--- config.mk ---
export PLATFORM = sky130hd
export DESIGN_NAME = pb_colour_channel_ctrl_flat
export DESIGN_NICKNAME = d
export VERILOG_FILES = /design/src/rtl/pb_colour_channel_ctrl_if.sv /design/src/rtl/pb_colour_channel_ctrl.sv /design/src/flat_wrapper.sv
export SDC_FILE = /design/constraint.sdc
export NUM_CORES = 1
export LEC_CHECK = 0
export ABC_CLOCK_PERIOD_IN_PS = 6700
export CAP_MARGIN = 5
export CORE_ASPECT_RATIO = 1.4
export CORE_UTILIZATION = 45
export CTS_CLUSTER_SIZE = 20
export DETAILED_ROUTE_END_ITERATION = 7
export GPL_TIMING_DRIVEN = 0
export HOLD_SLACK_MARGIN = 0.06
export MAX_ROUTING_LAYER = met4
export PLACE_DENSITY = 0.66
export RECOVER_POWER = 100
export SYNTH_ARGS = -nofsm -noshare
export SYNTH_HDL_FRONTEND = slang
export SYNTH_SLANG_ARGS = --single-unit
--- constraint.sdc ---
create_clock -name CLK -period 6.7 [get_ports CLK]
set_input_delay 1.005 -clock CLK [delete_from_list [all_inputs] [get_ports CLK]]
set_output_delay 1.005 -clock CLK [all_outputs]
set_load 0.05 [all_outputs]
--- src/rtl/pb_colour_channel_ctrl_if.sv ---
// Port bundle for pb_colour_channel_ctrl: button/processor inputs, packed colour and selection outputs.
// No handshake: inputs are sampled every cycle and outputs are registered.
interface pb_colour_channel_ctrl_if #(
   parameter int N_CH  = 3,
   parameter int WIDTH = 5,
   parameter int CW    = (N_CH > 1) ? $clog2(N_CH) : 1
);
   logic [2:0]            PB;
   logic                  WE;
   logic [CW-1:0]         WSEL;
   logic [WIDTH-1:0]      WDATA;
   logic [N_CH*WIDTH-1:0] COLOUR_OUT;
   logic [CW-1:0]         CH_SEL;
   logic                  CHANGED;

   modport master (output PB, WE, WSEL, WDATA, input COLOUR_OUT, CH_SEL, CHANGED);
   modport slave  (input PB, WE, WSEL, WDATA, output COLOUR_OUT, CH_SEL, CHANGED);
endinterface

--- src/rtl/pb_colour_channel_ctrl.sv ---
// Push-button colour selector with saturating channels; PB_AUTOREPEAT_EN adds hold-to-repeat stepping.
// A PB press reaches COLOUR_OUT two cycles after it is first sampled; there is no backpressure.
module pb_colour_channel_ctrl #(
   parameter int               N_CH          = 3,
   parameter int               WIDTH         = 5,
   parameter int               STEP          = 1,
   parameter logic [WIDTH-1:0] RESET_VAL     = '0,
   parameter int               REPEAT_DELAY  = 16,
   parameter int               REPEAT_PERIOD = 4,
   parameter int               CW            = (N_CH > 1) ? $clog2(N_CH) : 1
) (
   input logic                     CLK,
   input logic                     RESETn,
   pb_colour_channel_ctrl_if.slave bus
);

   localparam logic [WIDTH:0]  MAXV  = {1'b0, {WIDTH{1'b1}}};
   localparam logic [WIDTH:0]  STEPV = (WIDTH+1)'(STEP);
   localparam logic [CW-1:0]   LAST  = CW'(N_CH - 1);
   localparam logic [CW:0]     NCH_V = (CW+1)'(N_CH);

   if (N_CH < 1 || STEP < 1 || STEP > (1 << WIDTH) - 1 || REPEAT_DELAY < 2 || REPEAT_PERIOD < 1)
   begin : g_param_check
      $error("pb_colour_channel_ctrl: illegal parameter set");
   end

`ifdef PB_AUTOREPEAT_EN
   localparam int CNT_MAX = (REPEAT_DELAY > REPEAT_PERIOD) ? REPEAT_DELAY : REPEAT_PERIOD;
   localparam int CNTW    = $clog2(CNT_MAX + 1);
   localparam logic [CNTW-1:0] DLY_LAST = CNTW'(REPEAT_DELAY - 1);
   localparam logic [CNTW-1:0] PER_LAST = CNTW'(REPEAT_PERIOD - 1);
   typedef enum logic [1:0] {S_IDLE, S_STEP, S_HOLD, S_RPT} state_t;
   logic [CNTW-1:0] cnt;
`else
   typedef enum logic {S_IDLE, S_STEP} state_t;
`endif

   state_t                     state;
   logic                       dir;
   logic [2:0]                 sync1, sync2, prev, arm;
   logic [1:0]                 sync_vld;
   logic [N_CH-1:0][WIDTH-1:0] colour, colour_nxt;
   logic [CW-1:0]              ch_sel, ch_sel_nxt;
   logic                       changed;
   logic [2:0]                 rise;
   logic                       up_ok, dn_ok, held_ok;
   logic                       step_req, step_up;
   logic [WIDTH:0]             cur;
   logic [WIDTH-1:0]           stepped;

   // A button held through reset stays disarmed until it has been seen released.
   assign rise    = sync2 & ~prev & arm;
   assign up_ok   = sync2[2] & ~sync2[0];
   assign dn_ok   = sync2[0] & ~sync2[2];
   assign held_ok = dir ? up_ok : dn_ok;

   always_comb begin
      step_req = 1'b0;
      step_up  = dir;
      case (state)
         S_IDLE: begin
            if (rise[2] && !sync2[0]) begin
               step_req = 1'b1;
               step_up  = 1'b1;
            end else if (rise[0] && !sync2[2]) begin
               step_req = 1'b1;
               step_up  = 1'b0;
            end
         end
`ifdef PB_AUTOREPEAT_EN
         S_HOLD:  step_req = held_ok && (cnt == DLY_LAST);
         S_RPT:   step_req = held_ok && (cnt == PER_LAST);
`endif
         default: step_req = 1'b0;
      endcase
   end

   always_comb begin
      cur = {1'b0, colour[ch_sel]};
      if (step_up)
         stepped = WIDTH'((cur > MAXV - STEPV) ? MAXV : cur + STEPV);
      else
         stepped = WIDTH'((cur < STEPV) ? '0 : cur - STEPV);
   end

   // One event per cycle: processor write, then channel select, then step.
   always_comb begin
      colour_nxt = colour;
      ch_sel_nxt = ch_sel;
      if (bus.WE) begin
         if ({1'b0, bus.WSEL} < NCH_V)
            colour_nxt[bus.WSEL] = bus.WDATA;
      end else if (rise[1]) begin
         ch_sel_nxt = (ch_sel == LAST) ? '0 : ch_sel + CW'(1);
      end else if (step_req) begin
         colour_nxt[ch_sel] = stepped;
      end
   end

   always_ff @(posedge CLK) begin
      if (!RESETn) begin
         sync1    <= '0;
         sync2    <= '0;
         prev     <= '0;
         arm      <= '0;
         sync_vld <= '0;
         colour   <= {N_CH{RESET_VAL}};
         ch_sel   <= '0;
         changed  <= 1'b0;
         state    <= S_IDLE;
         dir      <= 1'b0;
`ifdef PB_AUTOREPEAT_EN
         cnt      <= '0;
`endif
      end else begin
         sync1    <= bus.PB;
         sync2    <= sync1;
         prev     <= sync2;
         sync_vld <= {sync_vld[0], 1'b1};
         arm      <= arm | (~sync2 & {3{sync_vld[1]}});
         colour   <= colour_nxt;
         ch_sel   <= ch_sel_nxt;
         changed  <= (colour_nxt != colour);
         case (state)
            S_IDLE: begin
               if (step_req) begin
                  state <= S_STEP;
                  dir   <= step_up;
`ifdef PB_AUTOREPEAT_EN
                  cnt   <= '0;
`endif
               end
            end
            S_STEP: begin
               if (!held_ok)
                  state <= S_IDLE;
`ifdef PB_AUTOREPEAT_EN
               else begin
                  state <= S_HOLD;
                  cnt   <= cnt + CNTW'(1);
               end
`endif
            end
`ifdef PB_AUTOREPEAT_EN
            S_HOLD: begin
               if (!held_ok)
                  state <= S_IDLE;
               else if (cnt == DLY_LAST) begin
                  state <= S_RPT;
                  cnt   <= '0;
               end else
                  cnt   <= cnt + CNTW'(1);
            end
            S_RPT: begin
               if (!held_ok)
                  state <= S_IDLE;
               else if (cnt == PER_LAST)
                  cnt   <= '0;
               else
                  cnt   <= cnt + CNTW'(1);
            end
`endif
            default: state <= S_IDLE;
         endcase
      end
   end

   assign bus.COLOUR_OUT = colour;
   assign bus.CH_SEL     = ch_sel;
   assign bus.CHANGED    = changed;

endmodule

--- src/flat_wrapper.sv ---
// flat-port wrapper written by rule: the top's interface ports become plain ports
module pb_colour_channel_ctrl_flat 
#(
   parameter int               N_CH          = 3,
   parameter int               WIDTH         = 5,
   parameter int               STEP          = 1,
   parameter logic [WIDTH-1:0] RESET_VAL     = '0,
   parameter int               REPEAT_DELAY  = 16,
   parameter int               REPEAT_PERIOD = 4,
   parameter int               CW            = (N_CH > 1) ? $clog2(N_CH) : 1
)
  (CLK, RESETn, bus_PB, bus_WE, bus_WSEL, bus_WDATA, bus_COLOUR_OUT, bus_CH_SEL, bus_CHANGED);
  pb_colour_channel_ctrl_if #(.N_CH(N_CH), .WIDTH(WIDTH), .CW(CW)) bus_i ();
  input logic CLK;
  input logic RESETn;
  input wire logic [$bits(bus_i.PB)-1:0] bus_PB;
  input wire logic [$bits(bus_i.WE)-1:0] bus_WE;
  input wire logic [$bits(bus_i.WSEL)-1:0] bus_WSEL;
  input wire logic [$bits(bus_i.WDATA)-1:0] bus_WDATA;
  output wire logic [$bits(bus_i.COLOUR_OUT)-1:0] bus_COLOUR_OUT;
  output wire logic [$bits(bus_i.CH_SEL)-1:0] bus_CH_SEL;
  output wire logic [$bits(bus_i.CHANGED)-1:0] bus_CHANGED;
  assign bus_i.PB = bus_PB;
  assign bus_i.WE = bus_WE;
  assign bus_i.WSEL = bus_WSEL;
  assign bus_i.WDATA = bus_WDATA;
  assign bus_COLOUR_OUT = bus_i.COLOUR_OUT;
  assign bus_CH_SEL = bus_i.CH_SEL;
  assign bus_CHANGED = bus_i.CHANGED;
  pb_colour_channel_ctrl #(.N_CH(N_CH), .WIDTH(WIDTH), .STEP(STEP), .RESET_VAL(RESET_VAL), .REPEAT_DELAY(REPEAT_DELAY), .REPEAT_PERIOD(REPEAT_PERIOD), .CW(CW)) u_core (.CLK(CLK), .RESETn(RESETn), .bus(bus_i));
endmodule
Word level (Yosys, flattened, before mapping)
Cells that the tools add are included.
{"block": "word_totals", "register_bits": 34, "in_bits": 13, "output_inout_bits": 18, "wordCells": 72}
{"block": "classes", "n_addsub": 3, "magnitude_cmp": 7, "eq_ne": 2, "n_mux": 27, "n_bitwise": 12, "reduce_logical": 8}
{"cell": "$mux 15", "n": 4}
{"cell": "$bwmux 15", "n": 2}
{"cell": "$mux 5", "n": 6}
{"cell": "$demux 5 s2", "n": 2}
{"cell": "$ne 15x15->1", "n": 1}
{"cell": "$bmux 5 s2", "n": 1}
{"cell": "$mux 1", "n": 10}
{"cell": "$and 3x3->3", "n": 3}
{"cell": "$lt 2x3->1 const B", "n": 2}
{"cell": "$not 3->3", "n": 2}
{"cell": "$add 5x1->5 const B", "n": 1}
{"cell": "$gt 5x5->1 const B", "n": 1}
{"cell": "$lt 5x1->1 const B", "n": 1}
{"cell": "$sub 5x1->5 const B", "n": 1}
{"cell": "$ge 2x1->1 const B", "n": 2}
{"cell": "$logic_and 1x1->1", "n": 4}
{"cell": "$not 1->1", "n": 4}
{"cell": "$reduce_and 2->1", "n": 2}
{"cell": "$or 3x3->3", "n": 1}
{"cell": "$add 2x1->2 const B", "n": 1}
{"cell": "$and 1x1->1", "n": 2}
{"cell": "$eq 2x2->1 const B", "n": 1}
{"cell": "$logic_not 1->1", "n": 2}
{"cell": "$lt 2x2->1 const B", "n": 1}
{"cell": "other kinds (2)", "n": 2}

Logic depth before layout (Yosys ltp)
Gate-level depths: netlist (run 1).
{"block": "logic_depth", "word_depth": 13, "ltp_mapped": 12, "depth_no_buf": 11}

Least setup slack after synthesis (run 1)
Ideal clock, no wire load.
{"block": "synth_timing", "kind": "register to register", "from": "register u_core.ch_sel[0], in the netlist u_core.bus.CH_SEL[0]", "to": "register u_core.changed, in the netlist u_core.bus.CHANGED", "setup_ps": 136, "arrival_ps": 2636, "required_time_ps": 6564, "path_slack_ps": 3928, "stages_incl_launch_ff": 13, "path_buffers": 1, "synth_period_minus_slack_ps": 2772, "path_cell_list": "dfxtp_1 buf_6 mux2i_1 nor2_2 a21oi_4 inv_2 ha_1 nand4b_2 o31a_1 nor2_4 o21ai_1 nor4_1 a41oi_1"}
{"block": "synth_between", "elab_chain_len": 10, "elab_cells_between_ends": 19, "classes_between": "add/sub (2); order compare (4); eq/ne (1); mux (11); reduce/logical (1)"}
{"element": "start, declared", "line_no": "pb_colour_channel_ctrl.sv:43", "rtl": "logic [CW-1:0] ch_sel, ch_sel_nxt;"}
{"element": "start signal, assigned", "line_no": "pb_colour_channel_ctrl.sv:122", "rtl": "ch_sel <= ch_sel_nxt;"}
{"element": "$bmux 5 s2", "line_no": "pb_colour_channel_ctrl.sv:79", "rtl": "cur = {1'b0, colour[ch_sel]};"}
{"element": "$mux 5 (implied by the code)", "line_no": "pb_colour_channel_ctrl.sv:79"}
{"element": "$sub 5x1->5 (tied with other cells)", "line_no": "pb_colour_channel_ctrl.sv:83", "rtl": "stepped = WIDTH'((cur < STEPV) ? '0 : cur - STEPV);"}
{"element": "$mux 5 (on tied branches)", "line_no": "pb_colour_channel_ctrl.sv:83, pb_colour_channel_ctrl.sv:81"}
{"element": "$mux 5", "line_no": "pb_colour_channel_ctrl.sv:80", "rtl": "if (step_up)"}
{"element": "$bwmux 15 *", "line_no": "pb_colour_channel_ctrl.sv:96", "rtl": "colour_nxt[ch_sel] = stepped;"}
{"element": "$mux 15 *", "line_no": "pb_colour_channel_ctrl.sv:95", "rtl": "end else if (step_req) begin"}
{"element": "$mux 15 *", "line_no": "pb_colour_channel_ctrl.sv:93", "rtl": "end else if (rise[1]) begin"}
{"element": "$mux 15 *", "line_no": "pb_colour_channel_ctrl.sv:90", "rtl": "if (bus.WE) begin"}
{"element": "$ne 15x15->1 *", "line_no": "pb_colour_channel_ctrl.sv:123", "rtl": "changed <= (colour_nxt != colour);"}
{"element": "end signal, assigned", "line_no": "pb_colour_channel_ctrl.sv:123"}
{"element": "end, declared", "line_no": "pb_colour_channel_ctrl.sv:44", "rtl": "logic changed;"}
Mark *: on every way between the ends. The rest lies on a longest branch, timed or not. The select of a mux whose other input is x is not followed.
A chain may end at the register's enable or synchronous reset.

Worst setup path in the final report (run 1)
{"block": "layout_timing", "from": "input port bus_WE", "to": "register u_core.changed, in the netlist u_core.bus.CHANGED"}
{"block": "layout_between", "elab_chain_len": 2}
{"element": "start, declared", "line_no": "flat_wrapper.sv:17", "rtl": "input wire logic [$bits(bus_i.WE)-1:0] bus_WE;"}
{"element": "$mux 15", "line_no": "pb_colour_channel_ctrl.sv:90"}
{"element": "$ne 15x15->1", "line_no": "pb_colour_channel_ctrl.sv:123"}
Every way passes these cells.

==> results.py, run 1 <==
metrics = {
    "status": {
        "outcome": "complete, no violations",
    },
    "cells_and_area": {
        "fin_cells": 363,
        "post_route_cells_drive_above_1_share_pct": 10.4,
        "nFillCells": 484,
        "fin_nets": 314,
        "fin_util_pct": 56.2,
        "regArea_um2": 681,
        "areaGrowthSynthToFinish_pct": 20.6,
        "antenna_cells": 0,
        "multi_input_area_um2": 1440,
    },
    "timing": {
        "setup_viol": 0,
        "rsz0062_at_grt": "no",
        "skew_ns": 0.00284,
        "timing.final.ws_setup_ns": 3.05,
        "final_max_slew_viol_count": 0,
        "slew_headroom_pct": 14.4,
        "worst_pin_slew_ns": 1.25,
        "hold_viol": 0,
        "post-route-min-period_ns": 3.65,
        "tns_ns": 0,
        "max_freq_ghz": 0.274,
        "min_period_over_period_pct": 54.5,
    },
    "detailed_routing": {
        "drtPass1Iterations": 4,
        "wire_per_inst_um": 16.5,
        "ant_nets": 0,
        "routed_wl_mm": 6.00,
        "drc": 0,
        "drt_iter0_markers": 85,
        "vias": 2127,
        "vias_per_cell": 5.86,
    },
    "synthesis": {
        "synth_edf_count": 0,
        "syn-num-nets": 280,
        "async_reset_ff_share_pct": 0,
        "synthCells": 264,
        "yosys_warnings": 0,
        "postSynthAreaPerCell_um2": 8.55,
        "ys_ff_latch": 34,
        "synth.distinct_cells": 73,
        "yosysSeqAreaShare_pct": 30.2,
        "netlist_area_um2": 2260,
        "ys.flop_type": "dfxtp_1",
    },
    "clock_network": {
        "clk_latency_ns": 0.29,
        "clockBufferDepth": 2,
        "cts_tree": "done",
        "cts_hold_buf": 0,
        "numCtsBuffers": 5,
        "clkSinkCount": 34,
        "clkSlewWorstSetupHoldPaths_ns": 0.08,
        "cts-root-buf": "clkbuf_8",
        "htreeDepth": 2,
        "cts_setup_buffers": 0,
        "ctsResizeCount": 0,
    },
    "setup_path": {
        "critPathKind": "input pin to flip-flop",
        "end_kind": "flip-flop",
        "cp-start-kind": "input pin",
        "worstPathRequired_ns": 6.90,
        "arrival_ns": 3.85,
        "r2r_cells": 11,
        "cp_max_fo": 8,
    },
    "floorplan": {
        "fp.dieW_um": 61.8,
        "fp.dieArea_um2": 5300,
        "die_h_um": 85.8,
        "initial_core_util_pct": 46.6,
        "row_count": 30,
        "pin_count": 31,
        "core_area_um2": 4840,
    },
    "placed_design": {
        "dp_cells": 355,
        "place.gp.congestion": 0.872,
        "io_buffers": 27,
        "dp_hpwl_mm": 4.54,
        "post-place-ws_ns": 3.40,
    },
    "power": {
        "max-vdd-ir-drop_uv": 116,
        "p_leak_nw": 1.02,
        "pwr_density_cell_nw_per_um2": 204,
    },
    "grt": {
        "antenna_found_initial": 0,
        "grt_pass1_vias": 2018,
        "grt-ovfl-total": 0,
        "grt_pass1_wl_mm": 9.94,
        "grt_use_total_pct": 26.2,
        "grt_max_degree": 13,
    },
    "min_path": {
        "hold_class": "flip-flop to flip-flop",
        "whs_path_depth": 1,
    },
    "job": {
        "maxCapViolations": 0,
    },
}
cell usage in the layout, fill, tap and decap left out, drive strengths merged, types with 3 or more instances in the layout:
cell type	instances
o21ai	10
mux2	4
nand3b	3
o211a	4
nor2	24
a21oi	19
ha	3
a31oi	3
buf	4
a22oi	10
nand2b	5
nand3	5
nor2b	6
dlygate4sd3	20
xnor2	8
o2bb2ai	3
and2	10
mux2i	10
xor2	5
clkbuf	14
clkdlybuf4s50	7
nand2	25
inv	11
nor3b	4
dfxtp	34
layer usage:
metal / vias to the layer above / routed length [um] / GRT usage (%)
met5: - / 0 / -
met4: 0 / 194 / 10.7
met3: 18 / 246 / 3.62
met2: 65 / 2930 / 41.5
met1: 1015 / 2630 / 32.7
li1: 1029 / - / -
cell families (layout without fill, tap and decap cells):
kind of cell               after synthesis  count (layout)  synth area share, %
muxes                                   14              14                 6.99
buffers and inverters                   24              59                 4.83
DFF                                     34              34                 30.2
adders and majority gates                3               3                 1.66
and+or+nand+nor                         99              99                 25.0
xor gates and xnor gates                13              13                 5.05
AOI/OAI and AO/OA                       77              77                 26.3
critical path: stages:
cell           delay, ns
dlygate4sd3_1       0.65
a2111oi_0           1.07
nor2b_1             0.48
nand2_1             0.09
o21ai_0             0.19
nor4_1              0.10
a41oi_1             0.26
Yosys cell counts (all sizes together) (2+ instances only):
cell / count / area, um2
dfxtp: 34 / 681
nor2: 24 / 100
nor4b: 2 / 23.8
o31a: 2 / 17.5
mux2i: 10 / 113
nor2b: 6 / 37.5
o211a: 4 / 40.0
o32a: 2 / 22.5
a211oi: 2 / 15.0
o22ai: 2 / 12.5
nor3b: 4 / 30.0
nand2: 25 / 93.8
nand4b: 2 / 23.8
xnor2: 8 / 70.1
inv: 11 / 41.3
nand3b: 3 / 26.3
o221ai: 2 / 17.5
o2bb2ai: 3 / 38.8
ha: 3 / 37.5
a21oi: 19 / 106
mux2: 4 / 45.0
o21a: 2 / 15.0
nand3: 5 / 30.0
and3: 2 / 12.5
nor3: 2 / 10.0
o211ai: 2 / 15.0
and2b: 2 / 17.5
nor4: 2 / 18.8
buf: 4 / 33.8
a31oi: 3 / 18.8
xor2: 5 / 43.8
nand2b: 5 / 31.3
clkbuf: 9 / 33.8
and2: 10 / 62.6
o21ai: 10 / 68.8
a22oi: 10 / 75.1
flip-flops by register name, indices dropped and copies added, names as in the netlist:
name	count
u_core.arm	3
u_core.bus.CHANGED	1
u_core.bus.CH_SEL	2
u_core.bus.COLOUR_OUT	15
u_core.dir	1
u_core.prev	3
u_core.state	1
u_core.sync1	3
u_core.sync2	3
u_core.sync_vld	2
layout make-up:
cell class | count | area share, %
Clock inverter | 3 | 2.53
Timing Repair Buffer | 27 | 9.93
Clock buffer | 5 | 2.53
Inverter | 11 | 1.52
Tap cell | 64 | 2.94
Multi-Input combinational cell | 206 | 53.1
Sequential cell | 34 | 25.0
Buffer | 13 | 2.48
where the power goes:
group | leakage [nW] | switching, mW | internal (mW) | total, mW
registers | 0.279 | 0.00875 | 0.211 | 0.219
clock network | 0.0683 | 0.0829 | 0.149 | 0.232
logic | 0.677 | 0.0643 | 0.0401 | 0.104
final timing paths:
check	start	endpoint	slack [ns]
min	u_core.sync1[0]$_SDFF_PN0_	u_core.sync2[0]$_SDFF_PN0_	0.43
min reg2reg	u_core.sync1[0]$_SDFF_PN0_	u_core.sync2[0]$_SDFF_PN0_	0.43
max	bus_WE	u_core.bus.CHANGED$_SDFF_PN0_	3.05
max reg2reg	u_core.bus.CH_SEL[0]$_SDFFE_PN0P_	u_core.bus.CHANGED$_SDFF_PN0_	3.35
metrics by stage:
| stage | hold WS, ns | area (um2) | total power [mW] |
|---|---|---|---|
| after CTS | 0.437 | 2740 | 0.562 |
| after floorplan | 0.412 | 2260 | 0.295 |
| after global routing | 0.460 | 2720 | 0.577 |
| after global placement | 0.414 | 2610 | 0.329 |
| after detailed placement | 0.419 | 2610 | 0.330 |
| final | 0.435 | 2720 | 0.556 |
No activity file was read; power rests on OpenSTA's default activity.
==> run 2: changes to the inputs <==
--- a/config.mk
+++ b/config.mk
@@ -5,7 +5,7 @@
 export SDC_FILE = /design/constraint.sdc
 export NUM_CORES = 1
 export LEC_CHECK = 0
-export ABC_CLOCK_PERIOD_IN_PS = 6700
+export ABC_CLOCK_PERIOD_IN_PS = 3770
 export CAP_MARGIN = 5
 export CORE_ASPECT_RATIO = 1.4
 export CORE_UTILIZATION = 45
==> constraint.sdc (replaced) <==
create_clock -name CLK -period 3.77 [get_ports CLK]
set_input_delay 0.5655 -clock CLK [delete_from_list [all_inputs] [get_ports CLK]]
set_output_delay 0.5655 -clock CLK [all_outputs]
set_load 0.05 [all_outputs]
==> run 2 against run 1 <==
Final cell count did not move. Critical endpoint unchanged. Highest routed layer unchanged. Setup slack got worse by 2.5 ns. Utilization rose by 0.052 points.
==> results.py, run 2 (synthesized netlist as in run 1, its figures left out) <==
metrics = {
    "status": {
        "outcome": "complete, no violations",
    },
    "cells_and_area": {
        "fin_util_pct": 56.3,
        "final_cell_mix": "dfxtp_1 (34), nand2_1 (25), nor2_1 (23)",
        "multi_input_area_um2": 1450,
        "regArea_um2": 681,
        "post_route_cells_drive_above_1_share_pct": 10.4,
        "fin_nets": 314,
        "antenna_cells": 0,
        "layout_commonest_cell": "dfxtp_1",
        "largest_register_ffs": 15,
        "areaGrowthSynthToFinish_pct": 20.7,
        "finalInstanceArea_um2": 2720,
        "nFillCells": 480,
    },
    "power": {
        "pwr-share-clk_pct": 41.8,
        "comb_power_share_pct": 18.7,
        "intPower_mw": 0.710,
        "switching_share_pct": 28.0,
        "p_seq_share_pct": 39.6,
        "max-vdd-ir-drop_uv": 206,
        "pwr_density_cell_nw_per_um2": 362,
        "p_switching_mw": 0.276,
        "p_leak_nw": 1.01,
    },
    "floorplan": {
        "pin_count": 31,
        "initial_core_util_pct": 46.6,
        "fp.dieArea_um2": 5300,
        "fp.dieW_um": 61.8,
        "core_area_um2": 4840,
        "row_count": 30,
        "die_h_um": 85.8,
    },
    "detailed_routing": {
        "drt_iter0_markers": 94,
        "ant_nets": 0,
        "drtPass1Iterations": 5,
        "vias": 2113,
        "drc": 0,
        "routed_wl_mm": 6.06,
        "wire_per_inst_um": 16.7,
        "vias_per_cell": 5.82,
    },
    "min_path": {
        "worstHoldStart": "u_core.sync1[0]$_SDFF_PN0_",
        "min_to": "u_core.sync2[0]$_SDFF_PN0_",
        "whs_path_depth": 1,
        "hold_class": "flip-flop to flip-flop",
    },
    "grt": {
        "grt_util_met1_pct": 32.7,
        "grt_pass1_wl_mm": 9.94,
        "grt_pass1_vias": 2018,
        "antenna_found_initial": 0,
        "grt-ovfl-total": 0,
        "grt_use_met3_pct": 3.62,
        "grt_max_degree": 13,
        "grt_use_total_pct": 26.2,
        "grt_busiest_layer": "met2",
        "grtUsageMet2_pct": 41.5,
    },
    "setup_path": {
        "cp-start-kind": "input pin",
        "cpPeakStageDelay_ns": 1.07,
        "arrival_ns": 3.42,
        "r2r_cells": 12,
        "cp_max_fo": 8,
        "critPathSlowestCell": "a2111oi_0",
        "crit_chain": "dlygate4sd3_1 > a2111oi_0 > nor2b_1 > nand2_1 > o21ai_0 > nor4_1 > a41oi_1",
        "end_kind": "flip-flop",
        "worstPathRequired_ns": 3.97,
        "rr_endpoint": "u_core.bus.CHANGED$_SDFF_PN0_",
        "reg2reg_slack_ns": 0.59,
        "r2r-start": "u_core.bus.CH_SEL[0]$_SDFFE_PN0P_",
        "critPathKind": "input pin to flip-flop",
    },
    "clock_network": {
        "ctsResizeCount": 0,
        "cts_tree": "done",
        "clk_latency_ns": 0.29,
        "cts_setup_buffers": 0,
        "clockBufferDepth": 2,
        "numCtsBuffers": 5,
        "clkSlewWorstSetupHoldPaths_ns": 0.07,
        "cts-root-buf": "clkbuf_8",
        "cts_hold_buf": 0,
        "htreeDepth": 2,
        "clkSinkCount": 34,
    },
    "job": {
        "maxCapViolations": 0,
    },
    "timing": {
        "setup_viol": 0,
        "hold_viol": 0,
        "min_period_over_period_pct": 85.3,
        "post-route-min-period_ns": 3.22,
        "worst_pin_slew_ns": 1.24,
        "final_max_slew_viol_count": 0,
        "timing.final.ws_setup_ns": 0.554,
        "skew_ns": 0.00311,
        "max_freq_ghz": 0.311,
        "whs_ns": 0.434,
        "rsz0062_at_grt": "no",
        "tns_ns": 0,
        "slew_headroom_pct": 15.2,
    },
    "placed_design": {
        "dp_hpwl_mm": 4.54,
        "dpl_cell_area_um2": 2610,
        "io_buffers": 27,
        "post-place-ws_ns": 0.905,
        "place.gp.congestion": 0.872,
    },
}
[run 2: metal layers]
layer  part of all wire, %  vias up
met5                     0        -
met4                   3.0        0
met3                   4.3       19
met2                    49       64
met1                    44     1000
li1                      -     1030
[run 2: power by group through the flow]
stage          clock (mW)  combinational, mW  sequential, mW
6_report            0.412              0.184           0.390
5_1_grt             0.435              0.198           0.392
4_1_cts             0.419              0.189           0.390
3_5_place_dp            0              0.188           0.399
3_3_place_gp            0              0.187           0.398
2_1_floorplan           0              0.104           0.421
[run 2: area by class of cell]
type / instances / area share [%]
timing repair buffer: 27 / 9.92
sequential: 34 / 25.0
buffer: 13 / 2.48
tap: 64 / 2.94
clock inverter: 3 / 2.53
multi-input combinational: 206 / 53.1
clock buffer: 5 / 2.53
inverter: 11 / 1.52
[run 2: critical path, delay by kind of cell]
kind	cells	cell delay, ns
compound gates	3	1.52
buf+inv	1	0.65
simple gates	3	0.67
[run 2: per-stage QoR]
step / power [mW] / std cells
floorplan: 0.525 / 264
global placement: 0.585 / 355
detailed placement: 0.586 / 355
CTS: 0.998 / 363
global route: 1.02 / 363
finish: 0.986 / 363
[run 2: how the worst max path moves through the flow]
stage	start	endpoint	slack, ns	cells past startpoint
final	bus_WE	u_core.bus.CHANGED$_SDFF_PN0_	0.55	7
after global routing	bus_WE	u_core.bus.CHANGED$_SDFF_PN0_	0.38	7
after CTS	u_core.bus.CH_SEL[0]$_SDFFE_PN0P_	u_core.bus.CHANGED$_SDFF_PN0_	0.96	11
after detailed placement	bus_WSEL[0]	u_core.bus.CHANGED$_SDFF_PN0_	0.90	10
after global placement	bus_WSEL[0]	u_core.bus.CHANGED$_SDFF_PN0_	0.81	10
after floorplan	u_core.bus.CH_SEL[0]$_SDFFE_PN0P_	u_core.bus.CHANGED$_SDFF_PN0_	1.0	12
==> run 3: changes to the inputs <==
--- a/config.mk
+++ b/config.mk
@@ -5,7 +5,7 @@
 export SDC_FILE = /design/constraint.sdc
 export NUM_CORES = 1
 export LEC_CHECK = 0
-export ABC_CLOCK_PERIOD_IN_PS = 3770
+export ABC_CLOCK_PERIOD_IN_PS = 3900
 export CAP_MARGIN = 5
 export CORE_ASPECT_RATIO = 1.4
 export CORE_UTILIZATION = 45
==> constraint.sdc (replaced) <==
create_clock -name CLK -period 3.9 [get_ports CLK]
set_input_delay 0.585 -clock CLK [delete_from_list [all_inputs] [get_ports CLK]]
set_output_delay 0.585 -clock CLK [all_outputs]
set_load 0.05 [all_outputs]
==> run 3 against run 2 <==
Total power decreased by 3.2%. Clock power decreased by 3%. Non-clock buffer count unchanged. First-iteration DRC count decreased by 1.1%. Sequential cell count unchanged. Critical path type is now flip-flop to flip-flop.
==> results.py, run 3 (synthesized netlist as in run 1, its figures left out) <==
metrics = {
    "floorplan": {
        "fp.dieArea_um2": 5300,
        "initial_core_util_pct": 46.6,
        "fp.dieW_um": 61.8,
        "die_h_um": 85.8,
        "pin_count": 31,
        "row_count": 30,
        "core_area_um2": 4840,
    },
    "setup_path": {
        "r2r_cells": 12,
        "cpPeakStageDelay_ns": 0.42,
        "arrival_ns": 3.42,
        "critPathSlowestCell": "nor2_1",
        "end_kind": "flip-flop",
        "cp-start-kind": "flip-flop",
        "reg2reg_slack_ns": 0.62,
        "cp.depth": 12,
        "path_buf_inv": 2,
        "cp_top_family": "simple AND/OR/NAND/NOR gates",
        "worstPathRequired_ns": 4.04,
        "cp_max_fo": 7,
        "crit_chain": "buf_6 > mux2i_1 > nor2_2 > a21oi_1 > inv_2 > ha_1 > nand4b_1 > o31a_1 > nor2_1 > o21ai_1 > nor4_1 > a41oi_1",
        "critPathKind": "flip-flop to flip-flop",
    },
    "clock_network": {
        "cts_tree": "done",
        "clkSinkCount": 34,
        "clk_latency_ns": 0.29,
        "htreeDepth": 2,
        "clkSlewWorstSetupHoldPaths_ns": 0.07,
        "ctsResizeCount": 0,
        "cts_hold_buf": 0,
        "clockBufferDepth": 2,
        "cts-root-buf": "clkbuf_8",
        "numCtsBuffers": 5,
        "cts_setup_buffers": 0,
    },
    "cells_and_area": {
        "nFillCells": 482,
        "fin_util_pct": 56.0,
        "fin_nets": 314,
        "multi_input_area_um2": 1440,
        "regArea_um2": 681,
        "largest_register_ffs": 15,
        "antenna_cells": 0,
        "areaGrowthSynthToFinish_pct": 20.2,
        "layout_commonest_cell": "dfxtp_1",
        "final_cell_mix": "dfxtp_1 (34), nand2_1 (25), nor2_1 (23)",
        "post_route_cells_drive_above_1_share_pct": 10.4,
    },
    "timing": {
        "tns_ns": 0,
        "rsz0062_at_grt": "no",
        "setup_viol": 0,
        "min_period_over_period_pct": 84.0,
        "timing.final.ws_setup_ns": 0.623,
        "worst_pin_slew_ns": 1.24,
        "final_max_slew_viol_count": 0,
        "max_freq_ghz": 0.305,
        "slew_headroom_pct": 15.4,
        "hold_viol": 0,
        "skew_ns": 0.00311,
        "post-route-min-period_ns": 3.28,
    },
    "placed_design": {
        "place.gp.congestion": 0.872,
        "dp_hpwl_mm": 4.54,
        "io_buffers": 27,
        "post-place-ws_ns": 1.02,
    },
    "detailed_routing": {
        "drt_iter0_markers": 93,
        "routed_wl_mm": 6.06,
        "wire_per_inst_um": 16.7,
        "drtPass1Iterations": 5,
        "ant_nets": 0,
        "vias": 2130,
        "vias_per_cell": 5.87,
        "drc": 0,
    },
    "grt": {
        "antenna_found_initial": 0,
        "grt_use_total_pct": 26.2,
        "grt_pass1_vias": 2018,
        "grt_max_degree": 13,
        "grt_pass1_wl_mm": 9.94,
        "grt-ovfl-total": 0,
    },
    "job": {
        "maxCapViolations": 0,
    },
    "min_path": {
        "hold_class": "flip-flop to flip-flop",
        "whs_path_depth": 1,
    },
    "status": {
        "outcome": "complete, no violations",
    },
    "power": {
        "pwr_density_cell_nw_per_um2": 352,
        "p_leak_nw": 1.01,
        "max-vdd-ir-drop_uv": 199,
    },
}
==> run 3: final cells by class <==
cell class,count,area share [%]
inverters,11,1.52
clock inverters,3,2.54
multi-input cells,206,52.9
plain buffers,13,2.49
flip-flops and latches,34,25.1
repair buffers,27,9.96
clock buffers,5,2.54
well taps,64,2.95
==> run 3: metal layers <==
layer  share of wire, %  GRT usage, %
met2                 49          41.5
met5                  0             -
met3                4.7          3.62
met4                2.8          10.7
met1                 43          32.7
==> run 3: per-stage QoR <==
stage	instances	power (mW)	hold slack (ns)	instance area, um2
6_report	363	0.954	0.434	2710
5_1_grt	363	0.990	0.460	2710
4_1_cts	363	0.965	0.437	2740
3_5_place_dp	355	0.567	0.419	2610
3_3_place_gp	355	0.566	0.414	2610
2_1_floorplan	264	0.508	0.412	2260
==> run 3: worst paths after layout <==
check                                    start                       endpoint
max reg2reg  u_core.bus.CH_SEL[0]$_SDFFE_PN0P_  u_core.bus.CHANGED$_SDFF_PN0_
max          u_core.bus.CH_SEL[0]$_SDFFE_PN0P_  u_core.bus.CHANGED$_SDFF_PN0_
min reg2reg         u_core.sync1[0]$_SDFF_PN0_     u_core.sync2[0]$_SDFF_PN0_
min                 u_core.sync1[0]$_SDFF_PN0_     u_core.sync2[0]$_SDFF_PN0_
==> run 3: power breakdown <==
part           switching, mW  internal [mW]
sequential            0.0149          0.362
combinational          0.110         0.0680
clock                  0.143          0.256
